[src/rtl/reg_file_pkg.sv]
// Shared MIPS register-file definitions: widths and architecturally named register indices.
package reg_file_pkg;
  localparam int DATA_W = 32;
  localparam int ADDR_W = 5;

  localparam logic [ADDR_W-1:0] REG_ZERO = 5'd0;
  localparam logic [ADDR_W-1:0] REG_SP   = 5'd29;
  localparam logic [ADDR_W-1:0] REG_RA   = 5'd31;
endpackage

[src/rtl/reg_file_rport.sv]
// One combinational read port: r0 reads as zero; with REGFILE_BYPASS_EN defined a
// same-cycle write to the addressed register is forwarded to the output.
module reg_file_rport
  import reg_file_pkg::*;
#(
  parameter int DW = DATA_W,
  parameter int AW = ADDR_W
) (
  input  logic [AW-1:0] i_raddr,
  input  logic [DW-1:0] i_regs [2**AW],
  input  logic          i_we,
  input  logic [AW-1:0] i_waddr,
  input  logic [DW-1:0] i_wdata,
  output logic [DW-1:0] o_rdata
);

  // NOTE: every always_comb output gets a default first so no path can infer a latch.
  always_comb begin
    o_rdata = i_regs[i_raddr];
    if (i_raddr == '0) begin
      o_rdata = '0;
    end
`ifdef REGFILE_BYPASS_EN
    else if (i_we && (i_waddr == i_raddr)) begin
      o_rdata = i_wdata;
    end
`endif
  end

`ifndef REGFILE_BYPASS_EN
  logic unused_bypass;
  assign unused_bypass = ^{i_we, i_waddr, i_wdata};
`endif

endmodule

[src/rtl/reg_file.sv]
// MIPS 32x32 register file, two combinational read ports and one write port, r0 hard-wired
// to zero. Optional write-through forwarding when REGFILE_BYPASS_EN is defined.
module reg_file
  import reg_file_pkg::*;
#(
  parameter int DATA_W = reg_file_pkg::DATA_W,
  parameter int ADDR_W = reg_file_pkg::ADDR_W
) (
  input  logic              i_clk,
  input  logic              i_rst,
  input  logic [ADDR_W-1:0] i_raddr_a,
  input  logic [ADDR_W-1:0] i_raddr_b,
  input  logic              i_we,
  input  logic [ADDR_W-1:0] i_waddr,
  input  logic [DATA_W-1:0] i_wdata,
  output logic [DATA_W-1:0] out_a,
  output logic [DATA_W-1:0] out_b,
  output logic [31:0]       wr_cnt
);

  localparam int DEPTH = 2**ADDR_W;

  logic [DATA_W-1:0] regs_q [DEPTH];
  logic [DATA_W-1:0] regs_d [DEPTH];
  logic [31:0]       wr_cnt_q, wr_cnt_d;
  logic              wr_valid;

  assign wr_valid = i_we && (i_waddr != REG_ZERO);

  always_comb begin
    regs_d   = regs_q;
    wr_cnt_d = wr_cnt_q;
    if (wr_valid) begin
      regs_d[i_waddr] = i_wdata;
      wr_cnt_d        = wr_cnt_q + 32'd1;
    end
  end

  // NOTE: the array is reset because software may read any register straight out of reset
  // and must see zero; state is updated only with non-blocking assignments.
  always_ff @(posedge i_clk or posedge i_rst) begin
    if (i_rst) begin
      for (int i = 0; i < DEPTH; i++) begin
        regs_q[i] <= '0;
      end
      wr_cnt_q <= '0;
    end else begin
      regs_q   <= regs_d;
      wr_cnt_q <= wr_cnt_d;
    end
  end

  assign wr_cnt = wr_cnt_q;

  reg_file_rport #(.DW(DATA_W), .AW(ADDR_W)) u_rport_a (
    .i_raddr (i_raddr_a),
    .i_regs  (regs_q),
    .i_we    (i_we),
    .i_waddr (i_waddr),
    .i_wdata (i_wdata),
    .o_rdata (out_a)
  );

  reg_file_rport #(.DW(DATA_W), .AW(ADDR_W)) u_rport_b (
    .i_raddr (i_raddr_b),
    .i_regs  (regs_q),
    .i_we    (i_we),
    .i_waddr (i_waddr),
    .i_wdata (i_wdata),
    .o_rdata (out_b)
  );

endmodule

[config.mk]
export PLATFORM = sky130hd
export DESIGN_NAME = reg_file
export DESIGN_NICKNAME = d
export VERILOG_FILES = /design/src/rtl/reg_file_pkg.sv /design/src/rtl/reg_file_rport.sv /design/src/rtl/reg_file.sv
export SDC_FILE = /design/constraint.sdc
export NUM_CORES = 2
export LEC_CHECK = 0
export CORE_UTILIZATION = 57
export DETAILED_ROUTE_END_ITERATION = 7
export PLACE_DENSITY = 0.77
export SKIP_CTS_REPAIR_TIMING = 1
export SLEW_MARGIN = 25
export SYNTH_ARGS = -nofsm -noshare
export SYNTH_HDL_FRONTEND = slang
export SYNTH_HIERARCHICAL = 1
export SYNTH_SLANG_ARGS = --single-unit
[constraint.sdc]
create_clock -name i_clk -period 30.8 [get_ports i_clk]
set_input_delay 3.08 -clock i_clk [delete_from_list [all_inputs] [get_ports i_clk]]
set_output_delay 3.08 -clock i_clk [all_outputs]
set_load 0.005 [all_outputs]
==> reports/metrics.cfg <==
[synthesis]
ys_warn_count = 6
postSynth.asyncResetShare_pct = 100
synth_area_leaders = dfrtp_1 47%, mux2_2 20%, mux4_2 18%, mux2i_1 2.3%, clkbuf_1 1.2%
synth_area_leader_cell = dfrtp_1
synth_cell_types = 55
synth_area_um2 = 56500
postSynthCellCount = 3761
synth_top_area_share_pct = 46.8
syn_nets = 3812
avgSynthCellArea_um2 = 15.0
synth_ff_type = dfrtp_1
synth_seq_cells = 1056
synth_edf_count = 0
synth_seq_area_share_pct = 46.8

[floorplanning]
rows = 115
io_pins = 146
fp.dieH_um = 317
die_w_um = 317
dieArea_um2 = 100000
start_util_pct = 57.5
core_um2 = 98300

[sta]
max_slew_margin_pct = 25.8
tightest_slew_ns = 1.11
finalCriticalPeriod_ns = 10.82
clock.fmax_ghz = 0.0924
slew_violations = 0
fin_crit_sh_pct = 35.1
rsz0062_at_grt = false
setup_viol = 0
hold_violations = 0
skew_ns = 0.0174
setup_tns_ns = 0

[placement]
port-buffer-count = 145
gp_congestion = 0.858
dp_cells = 4844
dpl.hpwl_mm = 97.2

[layout]
drive_gt1_share_pct = 48.9
area_delta_synth_final_pct = 9.11
final_nets = 3719
finalNonFillerCells = 5049
nFillCells = 7228
seq_area_um2 = 26400
final_common_cell = dfrtp_1
most-common-layout-cells = 1056 x dfrtp_1, 1025 x mux2_2, 448 x mux4_2
multiInputGateArea_um2 = 27800

[global_routing]
antenna_found_initial = 13
grt_max_degree = 178
grt_pass1_vias = 37200
grt_usage_pct = 34.5
grt_pass1_wl_mm = 252
overflow = 0

[worst_setup_path]
crit_required_ns = 27.72
cp-start-kind = input pin
worst_path_max_delay_cell = a311oi_1
arrival_ns = 7.74
cp-end-kind = primary output
cp_max_fo = 68
critical-path-top-delay-family = buffers and inverters
max_stage_delay_ns = 0.88
reg2reg_from = wr_cnt[7]$_DFFE_PP0P_
critical_path_class = input pin to primary output
crit_top_cell = buf_4
critPathLaunch = i_raddr_a[1]
cp_cell_sequence = buf_8 > buf_4 > buf_4 > mux4_2 > nor2b_1 > a211oi_1 > a311oi_1 > clkdlybuf4s50_1
path_buf_inv = 4

[routing]
wl_met2_mm = 76.4
routed.top_layer = met5
via_per_inst = 7.22
dr_total_vias = 36500
wl_met1_mm = 65.4
drt-total-wl_mm = 170
wl_per_cell_um = 33.7
drc = 0
wl_met3_mm = 19.3
first_iter_violations = 3812
firstDrtPassIters = 5
ant_nets = 0

[power]
leakagePower_nw = 26.3
power.density_nw_per_um2 = 65.1
irDropWorstVdd_uv = 59.2

[clock_tree]
cts_buffers = 108
cts-root-buf = clkbuf_16
clk_latency_ns = 0.70
cts.reportedPaths.clkPinSlew_ns = 0.06
cts_tree = done
htreeDepth = 3
clock_path_buffers = 3
cts_sinks = 1056

[min_path]
hold_class = flop to flop
min-delay-start = regs_q[1023]$_DFFE_PP0P_

[run]
drv_cap = 0

[run_status]
status = completed

==> metal layers <==
| layer | GRT usage [%] | vias to the layer above |
|---|---|---|
| li1 | - | 14400 |
| met1 | 47.2 | 19500 |
| met2 | 51.7 | 2040 |
| met3 | 9.96 | 525 |
| met4 | 15.4 | 14 |
| met5 | 0 | - |
==> metrics by stage <==
step	power, W	setup WS (ns)	utilization [%]	hold WS, ns	cell area, um^2
6_report	0.00401	19.98	62.7	0.391	61600
3_3_place_gp	0.00261	20.02	59.0	0.376	58000
4_1_cts	0.00401	20.00	62.7	0.397	61600
5_1_grt	0.00416	19.80	62.7	0.409	61600
3_5_place_dp	0.00265	20.00	59.0	0.383	58000
2_1_floorplan	0.00243	13.16	-	0.441	56500
==> layout make-up <==
type,count,area share (%)
Clock inverter,33,0.666
Antenna cell,6,0.0244
Tap cell,1287,2.61
Multi-Input combinational cell,2264,45.1
Inverter,8,0.0629
Timing Repair Buffer,230,3.36
Sequential cell,1056,42.9
Clock buffer,165,5.27
==> synth_stat cells (all sizes together) (5+ instances only) <==
cell     count
a211oi      64
a221oi      48
a22oi       64
a311oi      64
and4         5
buf        244
clkbuf     189
dfrtp     1056
inv          8
mux2      1056
mux2i      128
mux4       448
nand2       61
nand3       12
nand4        6
nor2        31
nor2b       68
nor3        13
nor4         6
o2111ai     16
o21ai      113
or2          5
xnor2        9
xor2        22
==> state kept, by name, summed over array words and instances, names as in the netlist <==
name,cells
regs_q,1024
wr_cnt,32
==> final timing paths <==
| kind | slack, ns | to | depth (start not counted) |
|---|---|---|---|
| worst min register to register | 0.39 | regs_q[1023]$_DFFE_PP0P_ | 0 |
| worst max register to register | 29.06 | wr_cnt[27]$_DFFE_PP0P_ | 4 |
| min in group asynchronous | 2.80 | regs_q[921]$_DFFE_PP0P_ | 2 |
| max in group asynchronous | 24.31 | regs_q[907]$_DFFE_PP0P_ | 7 |
| worst max-delay path | 19.98 | out_a[10] | 8 |
| worst min-delay path | 0.39 | regs_q[1023]$_DFFE_PP0P_ | 0 |
==> cells by family (layout without fill, tap and decap cells) <==
| kind of cell | Yosys count | in the layout | synth area share [%] |
|---|---|---|---|
| muxes | 1632 | 1632 | 41.2 |
| DFF | 1056 | 1056 | 46.8 |
| buffers and inverters | 441 | 436 | 4.31 |
| AOI/OAI and AO/OA | 372 | 372 | 4.83 |
| and+or+nand+nor | 228 | 228 | 2.37 |
| xor gates and xnor gates | 31 | 31 | 0.481 |
| adders and majority gates | 1 | 1 | 0.0222 |
| other | 0 | 6 | 0 |
==> where the power goes <==
part	leakage, nW	switching, W	total, W	internal [W]
clock	1.81	0.000570	0.00136	0.000792
combinational	11.0	0.000321	0.000807	0.000487
sequential	13.5	0.000193	0.00184	0.00165
total	26.3	0.00108	0.00401	0.00293
No activity file was read; power rests on OpenSTA's default activity.
